<file path="src/rtl/frequency_meter.sv">
// Measures period and high time of a slow square wave in clk cycles.
// One measurement per start: wait for a rise, time high phase, then the full period.
module frequency_meter #(
  parameter int unsigned WIDTH = 26
) (
  input  logic             clk,
  input  logic             reset,
  input  logic             sig_in,
  input  logic             start,
  output logic             busy,
  output logic             done,
  output logic             timeout,
  output logic [WIDTH-1:0] period,
  output logic [WIDTH-1:0] high_time
);

  typedef enum logic [1:0] {
    IDLE = 2'd0,
    ARM  = 2'd1,
    HIGH = 2'd2,
    LOW  = 2'd3
  } state_t;

  localparam logic [WIDTH-1:0] CNT_MAX = '1;
  localparam logic [WIDTH-1:0] CNT_ONE = WIDTH'(1);

  state_t           r_state;
  logic [WIDTH-1:0] r_cnt;
  logic             r_sync1;
  logic             r_sync2;
  logic             r_dly;
  logic [1:0]       r_fill;
  logic             r_seen_low;
  logic             r_busy;
  logic             r_done;
  logic             r_timeout;
  logic [WIDTH-1:0] r_period;
  logic [WIDTH-1:0] r_high_time;

  logic             w_rise;
  logic             w_fall;
  logic             w_at_max;
  logic [WIDTH-1:0] w_cnt_inc;

  // Synchronizer plus a guard so a level already high at reset release is not a rise
  always_ff @(posedge clk or posedge reset) begin
    if (reset) begin
      r_sync1    <= 1'b0;
      r_sync2    <= 1'b0;
      r_dly      <= 1'b0;
      r_fill     <= 2'b00;
      r_seen_low <= 1'b0;
    end else begin
      r_sync1    <= sig_in;
      r_sync2    <= r_sync1;
      r_dly      <= r_sync2;
      r_fill     <= {r_fill[0], 1'b1};
      r_seen_low <= r_seen_low | (r_fill[1] & ~r_sync2);
    end
  end

  assign w_rise    = r_sync2 & ~r_dly & r_seen_low;
  assign w_fall    = ~r_sync2 & r_dly;
  assign w_at_max  = (r_cnt == CNT_MAX);
  // Saturate so a fall captured at the last count cannot wrap into LOW
  assign w_cnt_inc = w_at_max ? r_cnt : r_cnt + CNT_ONE;

  always_ff @(posedge clk or posedge reset) begin
    if (reset) begin
      r_state     <= IDLE;
      r_cnt       <= '0;
      r_busy      <= 1'b0;
      r_done      <= 1'b0;
      r_timeout   <= 1'b0;
      r_period    <= '0;
      r_high_time <= '0;
    end else begin
      r_done    <= 1'b0;
      r_timeout <= 1'b0;
      case (r_state)
        IDLE: begin
          if (start) begin
            r_state <= ARM;
            r_busy  <= 1'b1;
            r_cnt   <= '0;
          end
        end
        ARM: begin
          if (w_rise) begin
            r_cnt   <= CNT_ONE;
            r_state <= HIGH;
          end else if (w_at_max) begin
            r_timeout <= 1'b1;
            r_busy    <= 1'b0;
            r_state   <= IDLE;
          end else begin
            r_cnt <= w_cnt_inc;
          end
        end
        HIGH: begin
          // A rise here is handled exactly like a rise in LOW
          if (w_rise) begin
            r_period <= r_cnt;
            r_done   <= 1'b1;
            r_busy   <= 1'b0;
            r_state  <= IDLE;
          end else if (w_fall) begin
            r_high_time <= r_cnt;
            r_cnt       <= w_cnt_inc;
            r_state     <= LOW;
          end else if (w_at_max) begin
            r_timeout <= 1'b1;
            r_busy    <= 1'b0;
            r_state   <= IDLE;
          end else begin
            r_cnt <= w_cnt_inc;
          end
        end
        LOW: begin
          if (w_rise) begin
            r_period <= r_cnt;
            r_done   <= 1'b1;
            r_busy   <= 1'b0;
            r_state  <= IDLE;
          end else if (w_at_max) begin
            r_timeout <= 1'b1;
            r_busy    <= 1'b0;
            r_state   <= IDLE;
          end else begin
            r_cnt <= w_cnt_inc;
          end
        end
        default: begin
          r_state <= IDLE;
          r_busy  <= 1'b0;
        end
      endcase
    end
  end

  assign busy      = r_busy;
  assign done      = r_done;
  assign timeout   = r_timeout;
  assign period    = r_period;
  assign high_time = r_high_time;

endmodule
</file>
<file path="config.mk">
export PLATFORM = sky130hd
export DESIGN_NAME = frequency_meter
export DESIGN_NICKNAME = d
export VERILOG_FILES = /design/src/rtl/frequency_meter.sv
export SDC_FILE = /design/constraint.sdc
export NUM_CORES = 1
export LEC_CHECK = 0
export BUFFER_PORTS_ARGS = -buffer_cell sky130_fd_sc_hd__buf_2
export CAP_MARGIN = 10
export CORE_ASPECT_RATIO = 1.75
export CORE_UTILIZATION = 55
export DETAILED_ROUTE_END_ITERATION = 10
export GPL_TIMING_DRIVEN = 0
export PLACE_DENSITY = 0.81
export SKIP_CTS_REPAIR_TIMING = 1
export SLEW_MARGIN = 0
export SYNTH_ARGS = -nofsm -noshare
export SYNTH_HDL_FRONTEND = slang
export SYNTH_SLANG_ARGS = --single-unit
export TNS_END_PERCENT = 1
</file>
<file path="constraint.sdc">
create_clock -name clk -period 2.8 [get_ports clk]
set_input_delay 0.14 -clock clk [delete_from_list [all_inputs] [get_ports clk]]
set_output_delay 0.14 -clock clk [all_outputs]
set_load 0.05 [all_outputs]
</file>
### After elaboration in Yosys (flattened, before gate mapping)

Index checks and enable logic that the tools add are counted.

* output and inout port bits: 55
* register bits after elaboration: 89
* input port bits: 4

* add/subtract/negate cells: 1
* reductions and logical operators: 7
* bitwise logic cells: 8
* muxes and demuxes: 29
* equality and inequality tests: 9

Operators by type and width (number)
* two-way mux 26 bit: 7
* case mux 26 bit (4 select lines): 1
* adder 26 x 1 -> 26 bit, second input constant: 1
* equality test 26 bit, second input constant: 1
* two-way mux 1 bit: 12
* two-way mux 2 bit: 6
* AND reduction 3 bit: 3
* != test 2 bit, second input constant: 4
* case mux 2 bit (4 select lines): 1
* bitwise AND 1 bit: 4
* equality test 2 bit, second input constant: 2
* case mux 1 bit (4 select lines): 1
* OR reduction 2 bit: 2
* != test 3 bit, second input constant: 1
* inverter 1 bit: 3
* equality test 2 x 1 -> 1 bit, second input constant: 1
* zero test 2 bit: 1
* case mux 1 bit (2 select lines): 1
* AND reduction 2 bit: 1
* bitwise OR 1 bit: 1

### Logic depth before layout (Yosys ltp)

Gate-level depths: netlist of run 1.

* depth after elaboration: 6
* mapped depth: 7
* gate-level depth less buffers: 6

### Least setup slack after synthesis of run 1

OpenSTA, ideal clock, no wires.

* path kind: register to register
* from: reg r_cnt[1]
* to: reg r_cnt[20]
* required time: 2.713 ns
* stages on the path, launching flop included: 8
* buffers on the path: 1
* path slack: 0.787 ns
* data arrival time: 1.926 ns
* cells stage by stage: dfrtp_1 > ha_1 > nand3_1 > nor2_1 > or4b_1 > buf_2 > or4_1 > o211ai_1

* word-level cells in the longest chain between the ends: 6
* elaborated cells on any way between the ends: 9
* classes of those cells: add/sub (1); eq/ne (1); mux (7)

RTL lines
* start, declared: RTL line 28 `logic [WIDTH-1:0] r_cnt;`
* start signal, assigned: RTL line 97 `r_cnt <= w_cnt_inc;`
* start signal, assigned: RTL line 109 `r_cnt <= w_cnt_inc;`
* start signal, assigned: RTL line 116 `r_cnt <= w_cnt_inc;`
* adder 26 x 1 -> 26 bit or equality test 26 bit (tied branches): RTL line 66, 64
* two-way mux 26 bit: RTL line 66 `assign w_cnt_inc = w_at_max ? r_cnt : r_cnt + CNT_ONE;`
* two-way mux 26 bit: RTL line 92, 111, 125
* two-way mux 26 bit: RTL line 107 `end else if (w_fall) begin`
* two-way mux 26 bit: RTL line 102 `if (w_rise) begin`
* case mux 26 bit (4 select lines) *: RTL line 80 `case (r_state)`

Every way passes the cells marked *; elsewhere a longest branch is shown, timed or not. The select of a mux whose other input is x is not followed.
A chain may end at the register's enable or synchronous reset.

### Worst setup path in the final report of run 1

* from: reg r_dly
* to: reg r_cnt[9]

* word-level cells in the longest chain between the ends: 5
* elaborated cells on any way between the ends: 11
* classes of those cells: eq/ne (2); mux (4); bitwise (4); reduce/logical (1)

RTL lines
* start, declared: RTL line 31 `logic r_dly;`
* start signal, assigned: RTL line 56 `r_dly <= r_sync2;`
* inverter 1 bit: RTL line 62 `assign w_rise = r_sync2 & ~r_dly & r_seen_low;`
* bitwise AND 1 bit (2 in a row): RTL line 62
* two-way mux 26 bit or != test 2 bit (tied branches)
* case mux 26 bit (4 select lines) or AND reduction 3 bit (tied branches)

Parallel ways exist; a longest one is shown, timed or not. The select of a mux whose other input is x is not followed.

==> results of run 1 <==
registers in the layout (all words and copies together) (netlist names), 2 cells and up:
| name | cells |
|---|---|
| r_fill | 2 |
| period | 26 |
| r_cnt | 26 |
| high_time | 26 |
| r_state | 2 |
through the flow:
| step | setup TNS (ns) | hold slack [ns] | util [%] | power, mW |
|---|---|---|---|---|
| 2_1_floorplan | 0 | 0.171 | - | 2.53 |
| 3_3_place_gp | -53.18 | 0.249 | 63.4 | 2.83 |
| 3_5_place_dp | 0 | 0.234 | 63.9 | 2.87 |
| 4_1_cts | 0 | -0.127 | 67.7 | 3.95 |
| 5_1_grt | 0 | 0.0860 | 68.0 | 4.12 |
| 6_report | 0 | 0.0715 | 68.0 | 3.96 |
path summary, 6_finish.rpt:
| check | startpoint | slack (ns) | endpoint |
|---|---|---|---|
| worst max-delay path | r_dly | 0.25 | r_cnt[9] |
| min in group asynchronous | reset | 0.40 | period[12] |
| worst min-delay path | start | 0.07 | busy |
| worst max register to register | r_dly | 0.25 | r_cnt[9] |
| max in group asynchronous | reset | 1.79 | busy |
| worst min register to register | r_fill[0] | 0.35 | r_fill[1] |
final cells by class:
class,count,area (µm²),area share (%)
clock buffer,14,264,5.58
tap,84,105,2.22
buffer,24,104,2.19
timing repair buffer,62,343,7.24
sequential,89,2230,47.1
multi-input combinational,272,1660,35.0
inverter,8,32.5,0.687
Yosys cell counts (all sizes together), types with 3 or more instances:
| master | count |
|---|---|
| nand2 | 95 |
| dfrtp | 89 |
| mux2 | 26 |
| clkbuf | 16 |
| o21ai | 16 |
| nand3 | 13 |
| nor2 | 11 |
| o211ai | 11 |
| nand4 | 9 |
| buf | 8 |
| inv | 8 |
| a21oi | 7 |
| a31oi | 7 |
| and4 | 7 |
| nor3 | 7 |
| or4 | 7 |
| and2 | 5 |
| and3 | 5 |
| a21o | 4 |
| nand2b | 4 |
| a31o | 3 |
| o311ai | 3 |
kinds of logic (layout without fill, tap and decap cells):
logic type | Yosys count | count (layout) | synth area share [%]
AND/OR/NAND/NOR | 171 | 171 | 20.6
AO/OA/AOI/OAI | 71 | 71 | 12.4
flip-flops | 89 | 89 | 55.4
other | 1 | 1 | 0.0933
multiplexers | 28 | 28 | 7.79
adder cells (fa/ha/maj) | 1 | 1 | 0.311
buffers and inverters | 32 | 108 | 3.33
routing by layer:
layer | vias to the layer above | track usage, %
met3 | 43 | 5.95
met5 | - | 0
li1 | 1564 | -
met4 | 0 | 21.4
met2 | 150 | 47.3
met1 | 1666 | 31.2
worst max-delay path: stages, from the launching register on:
cell and delay, ns:
dfrtp_1 0.39, nand3b_1 0.31, o21ai_1 0.35, clkbuf_1 0.42, clkbuf_1 0.46, nand2_1 0.14, o311ai_0 0.18, o41ai_1 0.15
power by group:
group | total [mW] | internal [mW] | switching (mW)
Combinational | 1.24 | 0.313 | 0.924
Sequential | 1.63 | 1.48 | 0.148
Clock | 1.09 | 0.640 | 0.454
Total | 3.96 | 2.43 | 1.53
==> flow_summary.html, run 1 <==
<table>
<tr><th>Metric</th><th>Value</th></tr>
<tr><th colspan="2">Yosys</th></tr>
<tr><td>Ys flop type</td><td>dfrtp_1</td></tr>
<tr><td>Area share of the largest cell type after synthesis</td><td>55.4%</td></tr>
<tr><td>Count of unique library cells instantiated by Yosys</td><td>56</td></tr>
<tr><td>Netlist Area Pre-Place</td><td>4020 µm²</td></tr>
<tr><td>Number of standard cells after synthesis</td><td>393</td></tr>
<tr><td>Synthesized netlist net count</td><td>398</td></tr>
<tr><td>Sequential cell area fraction in the yosys report</td><td>55.4%</td></tr>
<tr><td>Warning count from the yosys run</td><td>0</td></tr>
<tr><td>Per-instance average area after synthesis</td><td>10.2 µm²</td></tr>
<tr><td>Cell taking the most area after synthesis</td><td>dfrtp_1</td></tr>
<tr><td>Area contributors post-synth</td><td>dfrtp_1 (55%), nand2_1 (8.8%), mux2_2 (7.3%), o211ai_1 (2.1%), o21ai_0 (1.9%)</td></tr>
<tr><td>Number of flip-flops and latches in the synthesized netlist</td><td>89</td></tr>
<tr><td>Number of enable flip-flop cells after synthesis</td><td>0</td></tr>
<tr><td>Async set or reset register ratio after synthesis</td><td>100%</td></tr>
<tr><th colspan="2">Timing</th></tr>
<tr><td>Final-report max-slew violation count</td><td>0</td></tr>
<tr><td>Top achievable clock speed</td><td>393 MHz</td></tr>
<tr><td>Setup-failing EPs final</td><td>0</td></tr>
<tr><td>Post-route minimum period</td><td>2.55 ns</td></tr>
<tr><td>Worst setup slack after layout</td><td>0.254 ns</td></tr>
<tr><td>Worst Clk Skew</td><td>0.00456 ns</td></tr>
<tr><td>RSZ-0062 raised after global routing</td><td>false</td></tr>
<tr><td>Number of endpoints with negative hold slack in the final report</td><td>0</td></tr>
<tr><td>Final Cycle Share</td><td>90.9%</td></tr>
<tr><td>Worst slew slack as a fraction of its limit</td><td>30.9%</td></tr>
<tr><td>Actual slew at the worst max-slew pin</td><td>1.03 ns</td></tr>
<tr><th colspan="2">Floorplanning</th></tr>
<tr><td>Initial Utilization</td><td>57.8%</td></tr>
<tr><td>Site Rows</td><td>40</td></tr>
<tr><td>Die width</td><td>66.6 µm</td></tr>
<tr><td>Core region area</td><td>6960 µm²</td></tr>
<tr><td>Total die area</td><td>7660 µm²</td></tr>
<tr><td>Die boundary height</td><td>115 µm</td></tr>
<tr><td>Number of placed I/O pins</td><td>59</td></tr>
<tr><th colspan="2">Finish</th></tr>
<tr><td>Count of nets after finishing</td><td>471</td></tr>
<tr><td>Cell area after layout</td><td>4730 µm²</td></tr>
<tr><td>Most frequent standard cell in the layout excluding fill and tap cells</td><td>nand2_1</td></tr>
<tr><td>Most frequent cells in the layout</td><td>nand2_1 (94), dfrtp_1 (89), buf_2 (64), mux2_2 (26), clkbuf_1 (19)</td></tr>
<tr><td>Area growth from synthesis to final layout</td><td>17.8%</td></tr>
<tr><td>Share of final-layout standard cells stronger than drive strength 1</td><td>24.7%</td></tr>
<tr><td>Final Non-Filler Cells</td><td>553</td></tr>
<tr><td>Number of antenna repair diodes</td><td>0</td></tr>
<tr><td>Layout fillers</td><td>584</td></tr>
<tr><th colspan="2">Clock tree</th></tr>
<tr><td>Number of buffers created by CTS</td><td>9</td></tr>
<tr><td>Maximum buffer depth of the clock tree</td><td>2</td></tr>
<tr><td>Clock latency on the worst-skew pair</td><td>0.34 ns</td></tr>
<tr><td>H-tree levels</td><td>3</td></tr>
<tr><td>Root buffer cell</td><td>clkbuf_16</td></tr>
<tr><td>Clock-pin transition on the worst setup and hold timing paths</td><td>0.06 ns</td></tr>
<tr><td>Clock tree from TritonCTS</td><td>done</td></tr>
<tr><td>Clock sink total</td><td>89</td></tr>
<tr><th colspan="2">Critical path</th></tr>
<tr><td>Worst-path maximum fanout</td><td>10</td></tr>
<tr><td>Data arrival time of the worst path</td><td>2.75 ns</td></tr>
<tr><td>Critical path endpoint category</td><td>flip-flop</td></tr>
<tr><td>Crit Path Class</td><td>flip-flop to flip-flop</td></tr>
<tr><td>Category of the worst setup path launch point</td><td>flip-flop</td></tr>
<tr><td>Reg2reg path depth</td><td>7</td></tr>
<tr><td>Critical path required time</td><td>3.01 ns</td></tr>
<tr><th colspan="2">Min path</th></tr>
<tr><td>Path type of the worst min-delay path</td><td>primary input to flip-flop</td></tr>
<tr><td>Min-Delay Path Depth</td><td>2</td></tr>
<tr><th colspan="2">Route</th></tr>
<tr><td>Remaining DRCs</td><td>0</td></tr>
<tr><td>First-pass iteration count of the detailed router</td><td>5</td></tr>
<tr><td>Violation count after the first detailed-route iteration</td><td>276</td></tr>
<tr><td>Via-to-Cell Ratio</td><td>6.19</td></tr>
<tr><td>Length of routed met2 wiring</td><td>5.27 mm</td></tr>
<tr><td>Wire length per cell</td><td>17.9 µm</td></tr>
<tr><td>Final WL</td><td>9.91 mm</td></tr>
<tr><td>Antenna viol nets, final</td><td>0</td></tr>
<tr><td>Post-Route M1 WL</td><td>3.65 mm</td></tr>
<tr><td>Via total after detailed routing</td><td>3423</td></tr>
<tr><td>Amount of wire on met3 after detailed routing</td><td>474 µm</td></tr>
<tr><td>Top routing layer in use</td><td>met4</td></tr>
<tr><th colspan="2">Place</th></tr>
<tr><td># placed instances</td><td>536</td></tr>
<tr><td>Post-Place Setup Slack</td><td>0.228 ns</td></tr>
<tr><td>Placed wire-length estimate after detailed placement</td><td>6.98 mm</td></tr>
<tr><td>Number of buffer cells added on primary ports</td><td>58</td></tr>
<tr><td>Global placer's final weighted congestion</td><td>0.909</td></tr>
<tr><td>Cell area after placement</td><td>4440 µm²</td></tr>
<tr><th colspan="2">Global route</th></tr>
<tr><td>Global route overflow</td><td>0</td></tr>
<tr><td>Initial antenna violation count</td><td>0</td></tr>
<tr><td>Combined global-route utilization of all metal layers</td><td>28.5%</td></tr>
<tr><td>Via count of the first global-routing pass</td><td>3332</td></tr>
<tr><td>Maximum number of pins on one net before global-route repair</td><td>49</td></tr>
<tr><td>Global-route wire length before repair</td><td>16.0 mm</td></tr>
<tr><th colspan="2">Outcome</th></tr>
<tr><td>Run status</td><td>finished clean</td></tr>
<tr><th colspan="2">Power and ir drop</th></tr>
<tr><td>Peak ir drop on the vdd network</td><td>0.495 mV</td></tr>
<tr><td>Areal power density over the cells</td><td>836 nW/µm²</td></tr>
<tr><td>Leakage component of the power</td><td>2.38 nW</td></tr>
<tr><th colspan="2">Run</th></tr>
<tr><td>Max-cap violations</td><td>0</td></tr>
</table>
No activity file was read; power rests on OpenSTA's default activity.
==> inputs of run 2 (changes only) <==
--- a/config.mk
+++ b/config.mk
@@ -8,10 +8,10 @@
 export BUFFER_PORTS_ARGS = -buffer_cell sky130_fd_sc_hd__buf_2
 export CAP_MARGIN = 10
 export CORE_ASPECT_RATIO = 1.75
-export CORE_UTILIZATION = 55
+export CORE_UTILIZATION = 51
 export DETAILED_ROUTE_END_ITERATION = 10
 export GPL_TIMING_DRIVEN = 0
-export PLACE_DENSITY = 0.81
+export PLACE_DENSITY = 0.79
 export SKIP_CTS_REPAIR_TIMING = 1
 export SLEW_MARGIN = 0
 export SYNTH_ARGS = -nofsm -noshare
==> constraint.sdc (replaced) <==
create_clock -name clk -period 2 [get_ports clk]
set_input_delay 0.1 -clock clk [delete_from_list [all_inputs] [get_ports clk]]
set_output_delay 0.1 -clock clk [all_outputs]
set_load 0.05 [all_outputs]
==> run 2 against run 1 <==
- the run now ends with setup timing left
- first-iteration DRC count increased by 6.5%
- clock power is 50% higher
- clock skew rose by 0.0019 ns
- clock-buffer cell count decreased by 4
- cell area grew 7.3%
- final cell count is 5.4% higher
- combinational power grew 54%
- flip-flop and latch count stayed put
- sequential share of layout area decreased by 2.8 points
- worst hold slack got worse by 0.061 ns
- via count up 1.6%
- critical path type unchanged
- largest power group unchanged
==> flow_summary.html, run 2 (synthesized netlist as in run 1, its figures left out) <==
<table>
<tr><th>Metric</th><th>Value</th></tr>
<tr><th colspan="2">Outcome</th></tr>
<tr><td>Run status</td><td>finished with violations</td></tr>
<tr><td>Failing checks</td><td>setup timing</td></tr>
<tr><th colspan="2">Timing</th></tr>
<tr><td>Worst Clk Skew</td><td>0.00648 ns</td></tr>
<tr><td>Worst setup slack after layout</td><td>-0.0629 ns</td></tr>
<tr><td>Total Neg Setup Slack</td><td>-0.133 ns</td></tr>
<tr><td>Top achievable clock speed</td><td>485 MHz</td></tr>
<tr><td>Final Hold Slack</td><td>0.0110 ns</td></tr>
<tr><td>Number of endpoints with negative hold slack in the final report</td><td>0</td></tr>
<tr><td>Final-report max-slew violation count</td><td>0</td></tr>
<tr><td>Setup-failing EPs final</td><td>3</td></tr>
<tr><td>Post-route minimum period</td><td>2.06 ns</td></tr>
<tr><td>Actual slew at the worst max-slew pin</td><td>0.551 ns</td></tr>
<tr><td>Worst slew slack as a fraction of its limit</td><td>62.9%</td></tr>
<tr><td>RSZ-0062 raised after global routing</td><td>true</td></tr>
<tr><td>Final Cycle Share</td><td>103%</td></tr>
<tr><th colspan="2">Global route</th></tr>
<tr><td>Maximum number of pins on one net before global-route repair</td><td>45</td></tr>
<tr><td>Global-route wire length before repair</td><td>16.0 mm</td></tr>
<tr><td>Combined global-route utilization of all metal layers</td><td>25.1%</td></tr>
<tr><td>Global route overflow</td><td>0</td></tr>
<tr><td>Via count of the first global-routing pass</td><td>3364</td></tr>
<tr><td>Initial antenna violation count</td><td>0</td></tr>
<tr><th colspan="2">Finish</th></tr>
<tr><td>Cell area after layout</td><td>5080 µm²</td></tr>
<tr><td>Number of antenna repair diodes</td><td>0</td></tr>
<tr><td>Count of nets after finishing</td><td>497</td></tr>
<tr><td>Share of final-layout standard cells stronger than drive strength 1</td><td>37.4%</td></tr>
<tr><td>Area growth from synthesis to final layout</td><td>26.4%</td></tr>
<tr><td>Most frequent standard cell in the layout excluding fill and tap cells</td><td>nand2_1</td></tr>
<tr><td>Most frequent cells in the layout</td><td>nand2_1 (94), dfrtp_1 (71), buf_2 (59), buf_4 (28), mux2_2 (26)</td></tr>
<tr><th colspan="2">Run</th></tr>
<tr><td>Max-cap violations</td><td>0</td></tr>
<tr><th colspan="2">Route</th></tr>
<tr><td>Antenna viol nets, final</td><td>0</td></tr>
<tr><td>Via total after detailed routing</td><td>3478</td></tr>
<tr><td>Final WL</td><td>9.99 mm</td></tr>
<tr><td>Via-to-Cell Ratio</td><td>5.97</td></tr>
<tr><td>Remaining DRCs</td><td>0</td></tr>
<tr><td>Violation count after the first detailed-route iteration</td><td>294</td></tr>
<tr><td>Wire length per cell</td><td>17.1 µm</td></tr>
<tr><td>First-pass iteration count of the detailed router</td><td>5</td></tr>
<tr><th colspan="2">Place</th></tr>
<tr><td>Number of buffer cells added on primary ports</td><td>58</td></tr>
<tr><td>Post-Place Setup Slack</td><td>-0.571 ns</td></tr>
<tr><td>Cell area after placement</td><td>4460 µm²</td></tr>
<tr><td>Global placer's final weighted congestion</td><td>0.938</td></tr>
<tr><td>Placed wire-length estimate after detailed placement</td><td>6.86 mm</td></tr>
<tr><th colspan="2">Critical path</th></tr>
<tr><td>Worst Setup EP</td><td>r_cnt[20]</td></tr>
<tr><td>Worst-path maximum fanout</td><td>8</td></tr>
<tr><td>Data arrival time of the worst path</td><td>2.32 ns</td></tr>
<tr><td>Critical path required time</td><td>2.26 ns</td></tr>
<tr><td>Reg-to-reg critical path startpoint</td><td>r_cnt[9]</td></tr>
<tr><td>Critical path endpoint category</td><td>flip-flop</td></tr>
<tr><td>Category of the worst setup path launch point</td><td>flip-flop</td></tr>
<tr><td>Critical R2R Capture</td><td>r_cnt[20]</td></tr>
<tr><td>Crit Path Class</td><td>flip-flop to flip-flop</td></tr>
<tr><td>Reg2reg path depth</td><td>6</td></tr>
<tr><td>Reg-to-reg slack, setup</td><td>-0.06 ns</td></tr>
<tr><td>Startpoint of the most critical setup path</td><td>r_cnt[9]</td></tr>
<tr><th colspan="2">Clock tree</th></tr>
<tr><td>Root buffer cell</td><td>clkbuf_16</td></tr>
<tr><td>Clock-pin transition on the worst setup and hold timing paths</td><td>0.06 ns</td></tr>
<tr><td>Clock sink total</td><td>89</td></tr>
<tr><td>H-tree levels</td><td>3</td></tr>
<tr><td>Number of buffers created by CTS</td><td>9</td></tr>
<tr><td>Clock latency on the worst-skew pair</td><td>0.34 ns</td></tr>
<tr><td>Clock tree from TritonCTS</td><td>done</td></tr>
<tr><td>Maximum buffer depth of the clock tree</td><td>2</td></tr>
<tr><th colspan="2">Floorplanning</th></tr>
<tr><td>Number of placed I/O pins</td><td>59</td></tr>
<tr><td>Initial Utilization</td><td>52.7%</td></tr>
<tr><td>Die boundary height</td><td>119 µm</td></tr>
<tr><td>Core region area</td><td>7620 µm²</td></tr>
<tr><td>Site Rows</td><td>42</td></tr>
<tr><td>Total die area</td><td>8250 µm²</td></tr>
<tr><td>Die width</td><td>69.1 µm</td></tr>
<tr><th colspan="2">Min path</th></tr>
<tr><td>Path type of the worst min-delay path</td><td>primary input to flip-flop</td></tr>
<tr><th colspan="2">Power and ir drop</th></tr>
<tr><td>Leakage component of the power</td><td>2.56 nW</td></tr>
<tr><td>Power consumption</td><td>5.83 mW</td></tr>
<tr><td>Areal power density over the cells</td><td>1150 nW/µm²</td></tr>
<tr><td>Peak ir drop on the vdd network</td><td>0.654 mV</td></tr>
</table>
==> run 2: cell types whose count changed in the layout (fill, tap and decap cells not counted), moves of 2 or more <==
cell / previous run / this run
dfrtp_2: 0 / 18
buf_6: 1 / 3
clkbuf_4: 0 / 4
and4_1: 4 / 2
clkbuf_1: 19 / 5
clkbuf_2: 0 / 7
buf_12: 0 / 2
buf_2: 64 / 59
dfrtp_1: 89 / 71
buf_4: 0 / 28
o21ai_2: 0 / 2
clkinv_2: 0 / 3
and4_4: 2 / 4
==> run 2: final cells by class <==
class	count	area (µm²)
Fill cell	553	2540
Sequential cell	89	2250
Multi-Input combinational cell	272	1710
Timing Repair Buffer	91	566
Clock buffer	10	239
Buffer	21	125
Tap cell	88	110
Clock inverter	4	45.0
Inverter	8	33.8
==> run 2: worst min path at each step <==
| stage | start | end | cells past startpoint |
|---|---|---|---|
| final | start | busy | 2 |
| after CTS | reset | period[15] | 2 |
| after global placement | sig_in | r_sync1 | 1 |
| after floorplan | sig_in | r_sync1 | 0 |
| after global routing | start | busy | 2 |
| after detailed placement | reset | period[15] | 2 |
==> run 2: stage by stage <==
stage	utilization, %	cells
floorplan	-	393
global placement	58.0	539
detailed placement	58.6	541
CTS	62.3	555
global route	66.7	583
finish	66.7	583
==> run 2: where the power goes <==
group          switching (mW)  internal (mW)
combinational            1.32          0.585
sequential              0.212           2.08
clock                   0.653          0.980
total                    2.19           3.64
==> run 2: critical path: stages (launching register included) <==
cell and delay (ns):
dfrtp_2 0.44, and4_4 0.27, nand2_2 0.09, or4b_4 0.55, buf_6 0.15, or4_1 0.39, o211ai_1 0.09
==> run 2: per-layer routing <==
layer  vias to the layer above  share of wire [%]  GRT usage (%)
li1                       1610                  -              -
met1                      1677                 38           28.0
met2                       148                 53           42.3
met3                        43                4.5           4.31
met4                         0                4.6           18.5
met5                         -                  0              0
==> inputs of run 3 (changes only) <==
--- a/config.mk
+++ b/config.mk
@@ -11,7 +11,7 @@
 export CORE_UTILIZATION = 51
 export DETAILED_ROUTE_END_ITERATION = 10
 export GPL_TIMING_DRIVEN = 0
-export PLACE_DENSITY = 0.79
+export PLACE_DENSITY = 0.75
 export SKIP_CTS_REPAIR_TIMING = 1
 export SLEW_MARGIN = 0
 export SYNTH_ARGS = -nofsm -noshare
==> run 3 against run 2 <==
- the flow still finishes with violations (setup timing)
- clock skew decreased by 0.0014 ns
- sequential share of layout area up 0.85 points
- worst setup slack got worse by 0.088 ns
- worst hold slack better by 0.0022 ns
- die area unchanged
- via count is 0.12% higher
- flip-flop and latch count did not move
- global-route usage grew 1.2 points
- cell area down 2.0%
- clock power hardly changed
- power decreased by 0.96%
- critical path depth is 1 higher
==> flow_summary.html, run 3 (synthesized netlist as in run 1, its figures left out) <==
<table>
<tr><th>Metric</th><th>Value</th></tr>
<tr><th colspan="2">Timing</th></tr>
<tr><td>Number of endpoints with negative hold slack in the final report</td><td>0</td></tr>
<tr><td>RSZ-0062 raised after global routing</td><td>true</td></tr>
<tr><td>Final-report max-slew violation count</td><td>0</td></tr>
<tr><td>Worst slew slack as a fraction of its limit</td><td>63.3%</td></tr>
<tr><td>Post-route minimum period</td><td>2.15 ns</td></tr>
<tr><td>Worst Clk Skew</td><td>0.00507 ns</td></tr>
<tr><td>Total Neg Setup Slack</td><td>-1.24 ns</td></tr>
<tr><td>Setup-failing EPs final</td><td>15</td></tr>
<tr><td>Actual slew at the worst max-slew pin</td><td>0.546 ns</td></tr>
<tr><td>Worst setup slack after layout</td><td>-0.151 ns</td></tr>
<tr><td>Final Cycle Share</td><td>108%</td></tr>
<tr><td>Top achievable clock speed</td><td>465 MHz</td></tr>
<tr><td>Final Hold Slack</td><td>0.0132 ns</td></tr>
<tr><th colspan="2">Critical path</th></tr>
<tr><td>Critical path endpoint category</td><td>flip-flop</td></tr>
<tr><td>Buffer and inverter count on the worst path</td><td>3</td></tr>
<tr><td>Category of cells accounting for the largest share of critical-path delay</td><td>buffers and inverters</td></tr>
<tr><td>CP peak stage delay</td><td>0.40 ns</td></tr>
<tr><td>Critical path required time</td><td>2.27 ns</td></tr>
<tr><td>Data arrival time of the worst path</td><td>2.42 ns</td></tr>
<tr><td>Worst-path maximum fanout</td><td>10</td></tr>
<tr><td>CP max stage cell</td><td>dfrtp_1</td></tr>
<tr><td>Crit Path Class</td><td>flip-flop to flip-flop</td></tr>
<tr><td>CP Cell Sequence</td><td>clkbuf_1 &gt; nand4b_1 &gt; o31ai_1 &gt; buf_2 &gt; clkbuf_2 &gt; a21oi_1 &gt; nor2_1</td></tr>
<tr><td>Category of the worst setup path launch point</td><td>flip-flop</td></tr>
<tr><th colspan="2">Floorplanning</th></tr>
<tr><td>Die boundary height</td><td>119 µm</td></tr>
<tr><td>Core region area</td><td>7620 µm²</td></tr>
<tr><td>Initial Utilization</td><td>52.7%</td></tr>
<tr><td>Number of placed I/O pins</td><td>59</td></tr>
<tr><td>Total die area</td><td>8250 µm²</td></tr>
<tr><td>Site Rows</td><td>42</td></tr>
<tr><td>Die width</td><td>69.1 µm</td></tr>
<tr><th colspan="2">Min path</th></tr>
<tr><td>Path type of the worst min-delay path</td><td>primary input to flip-flop</td></tr>
<tr><th colspan="2">Place</th></tr>
<tr><td>Number of buffer cells added on primary ports</td><td>58</td></tr>
<tr><td>Global placer's final weighted congestion</td><td>0.910</td></tr>
<tr><td>Placed wire-length estimate after detailed placement</td><td>7.19 mm</td></tr>
<tr><td>Post-Place Setup Slack</td><td>-0.581 ns</td></tr>
<tr><th colspan="2">Route</th></tr>
<tr><td>Wire length per cell</td><td>18.6 µm</td></tr>
<tr><td>Via-to-Cell Ratio</td><td>6.13</td></tr>
<tr><td>Via total after detailed routing</td><td>3482</td></tr>
<tr><td>First-pass iteration count of the detailed router</td><td>6</td></tr>
<tr><td>Remaining DRCs</td><td>0</td></tr>
<tr><td>Final WL</td><td>10.6 mm</td></tr>
<tr><td>Antenna viol nets, final</td><td>0</td></tr>
<tr><td>Violation count after the first detailed-route iteration</td><td>330</td></tr>
<tr><th colspan="2">Clock tree</th></tr>
<tr><td>H-tree levels</td><td>3</td></tr>
<tr><td>Maximum buffer depth of the clock tree</td><td>2</td></tr>
<tr><td>Clock tree from TritonCTS</td><td>done</td></tr>
<tr><td>Root buffer cell</td><td>clkbuf_16</td></tr>
<tr><td>Clock latency on the worst-skew pair</td><td>0.35 ns</td></tr>
<tr><td>Number of buffers created by CTS</td><td>9</td></tr>
<tr><td>Clock-pin transition on the worst setup and hold timing paths</td><td>0.06 ns</td></tr>
<tr><td>Clock sink total</td><td>89</td></tr>
<tr><th colspan="2">Finish</th></tr>
<tr><td>Layout fillers</td><td>601</td></tr>
<tr><td>Area growth from synthesis to final layout</td><td>23.8%</td></tr>
<tr><td>Count of nets after finishing</td><td>481</td></tr>
<tr><td>Number of antenna repair diodes</td><td>0</td></tr>
<tr><td>Most frequent cells in the layout</td><td>nand2_1 (94), dfrtp_1 (74), buf_2 (60), mux2_2 (26), dfrtp_2 (15)</td></tr>
<tr><td>Most frequent standard cell in the layout excluding fill and tap cells</td><td>nand2_1</td></tr>
<tr><td>Share of final-layout standard cells stronger than drive strength 1</td><td>35.0%</td></tr>
<tr><th colspan="2">Outcome</th></tr>
<tr><td>Run status</td><td>finished with violations</td></tr>
<tr><td>Failing checks</td><td>setup timing</td></tr>
<tr><th colspan="2">Power and ir drop</th></tr>
<tr><td>Areal power density over the cells</td><td>1160 nW/µm²</td></tr>
<tr><td>Peak ir drop on the vdd network</td><td>0.581 mV</td></tr>
<tr><td>Leakage component of the power</td><td>2.50 nW</td></tr>
<tr><th colspan="2">Global route</th></tr>
<tr><td>Initial antenna violation count</td><td>0</td></tr>
<tr><td>Maximum number of pins on one net before global-route repair</td><td>45</td></tr>
<tr><td>Global route overflow</td><td>0</td></tr>
<tr><td>Combined global-route utilization of all metal layers</td><td>26.3%</td></tr>
<tr><td>Via count of the first global-routing pass</td><td>3381</td></tr>
<tr><td>Global-route wire length before repair</td><td>16.7 mm</td></tr>
<tr><th colspan="2">Run</th></tr>
<tr><td>Max-cap violations</td><td>0</td></tr>
</table>
## run 3: cell type report
type	count	area [µm²]	area share, %
Clock buffer	9	225	4.53
Timing Repair Buffer	75	445	8.95
Buffer	21	125	2.52
Sequential cell	89	2250	45.1
Clock inverter	6	60.1	1.21
Inverter	8	33.8	0.679
Tap cell	88	110	2.21
Multi-Input combinational cell	272	1730	34.8
## run 3: layer usage
layer	up-vias	GRT usage (%)	part of all wire [%]	wire, µm
met1	1739	28.9	37	3870
li1	1581	-	-	-
met4	0	16.8	4.9	517
met2	124	45.0	54	5710
met5	-	0	0	0
met3	38	6.09	4.5	471
## run 3: path summary, 6_finish.rpt
check                                start   endpoint  slack (ns)  cells after the start
worst max-delay path            r_state[1]  r_cnt[24]       -0.15                      7
worst min-delay path                 start       busy        0.01                      2
worst max register to register  r_state[1]  r_cnt[24]       -0.15                      7
worst min register to register     r_sync1    r_sync2        0.35                      0
max in group asynchronous            reset  r_cnt[11]        0.89                      5
min in group asynchronous            reset  period[7]        0.31                      3
## run 3: worst reg2reg max path, cell delays in order, from the launching register on
cell and delay [ns]:
dfrtp_1 0.40, clkbuf_1 0.37, nand4b_1 0.26, o31ai_1 0.22
buf_2 0.31, clkbuf_2 0.29, a21oi_1 0.08, nor2_1 0.15
## run 3: power by group
part	total, mW	internal (mW)	switching, mW	leakage [nW]
Combinational	1.83	0.509	1.32	1.18
Clock	1.64	0.953	0.683	0.137
Sequential	2.31	2.08	0.232	1.17
## run 3: metrics by stage
step                std cells  total power, mW  area, µm²  utilization (%)
floorplan                 393             3.55       4020                -
global placement          539             3.98       4420             58.0
detailed placement        542             4.03       4470             58.6
CTS                       557             5.66       4750             62.4
global route              568             6.01       4970             65.3
finish                    568             5.77       4970             65.3
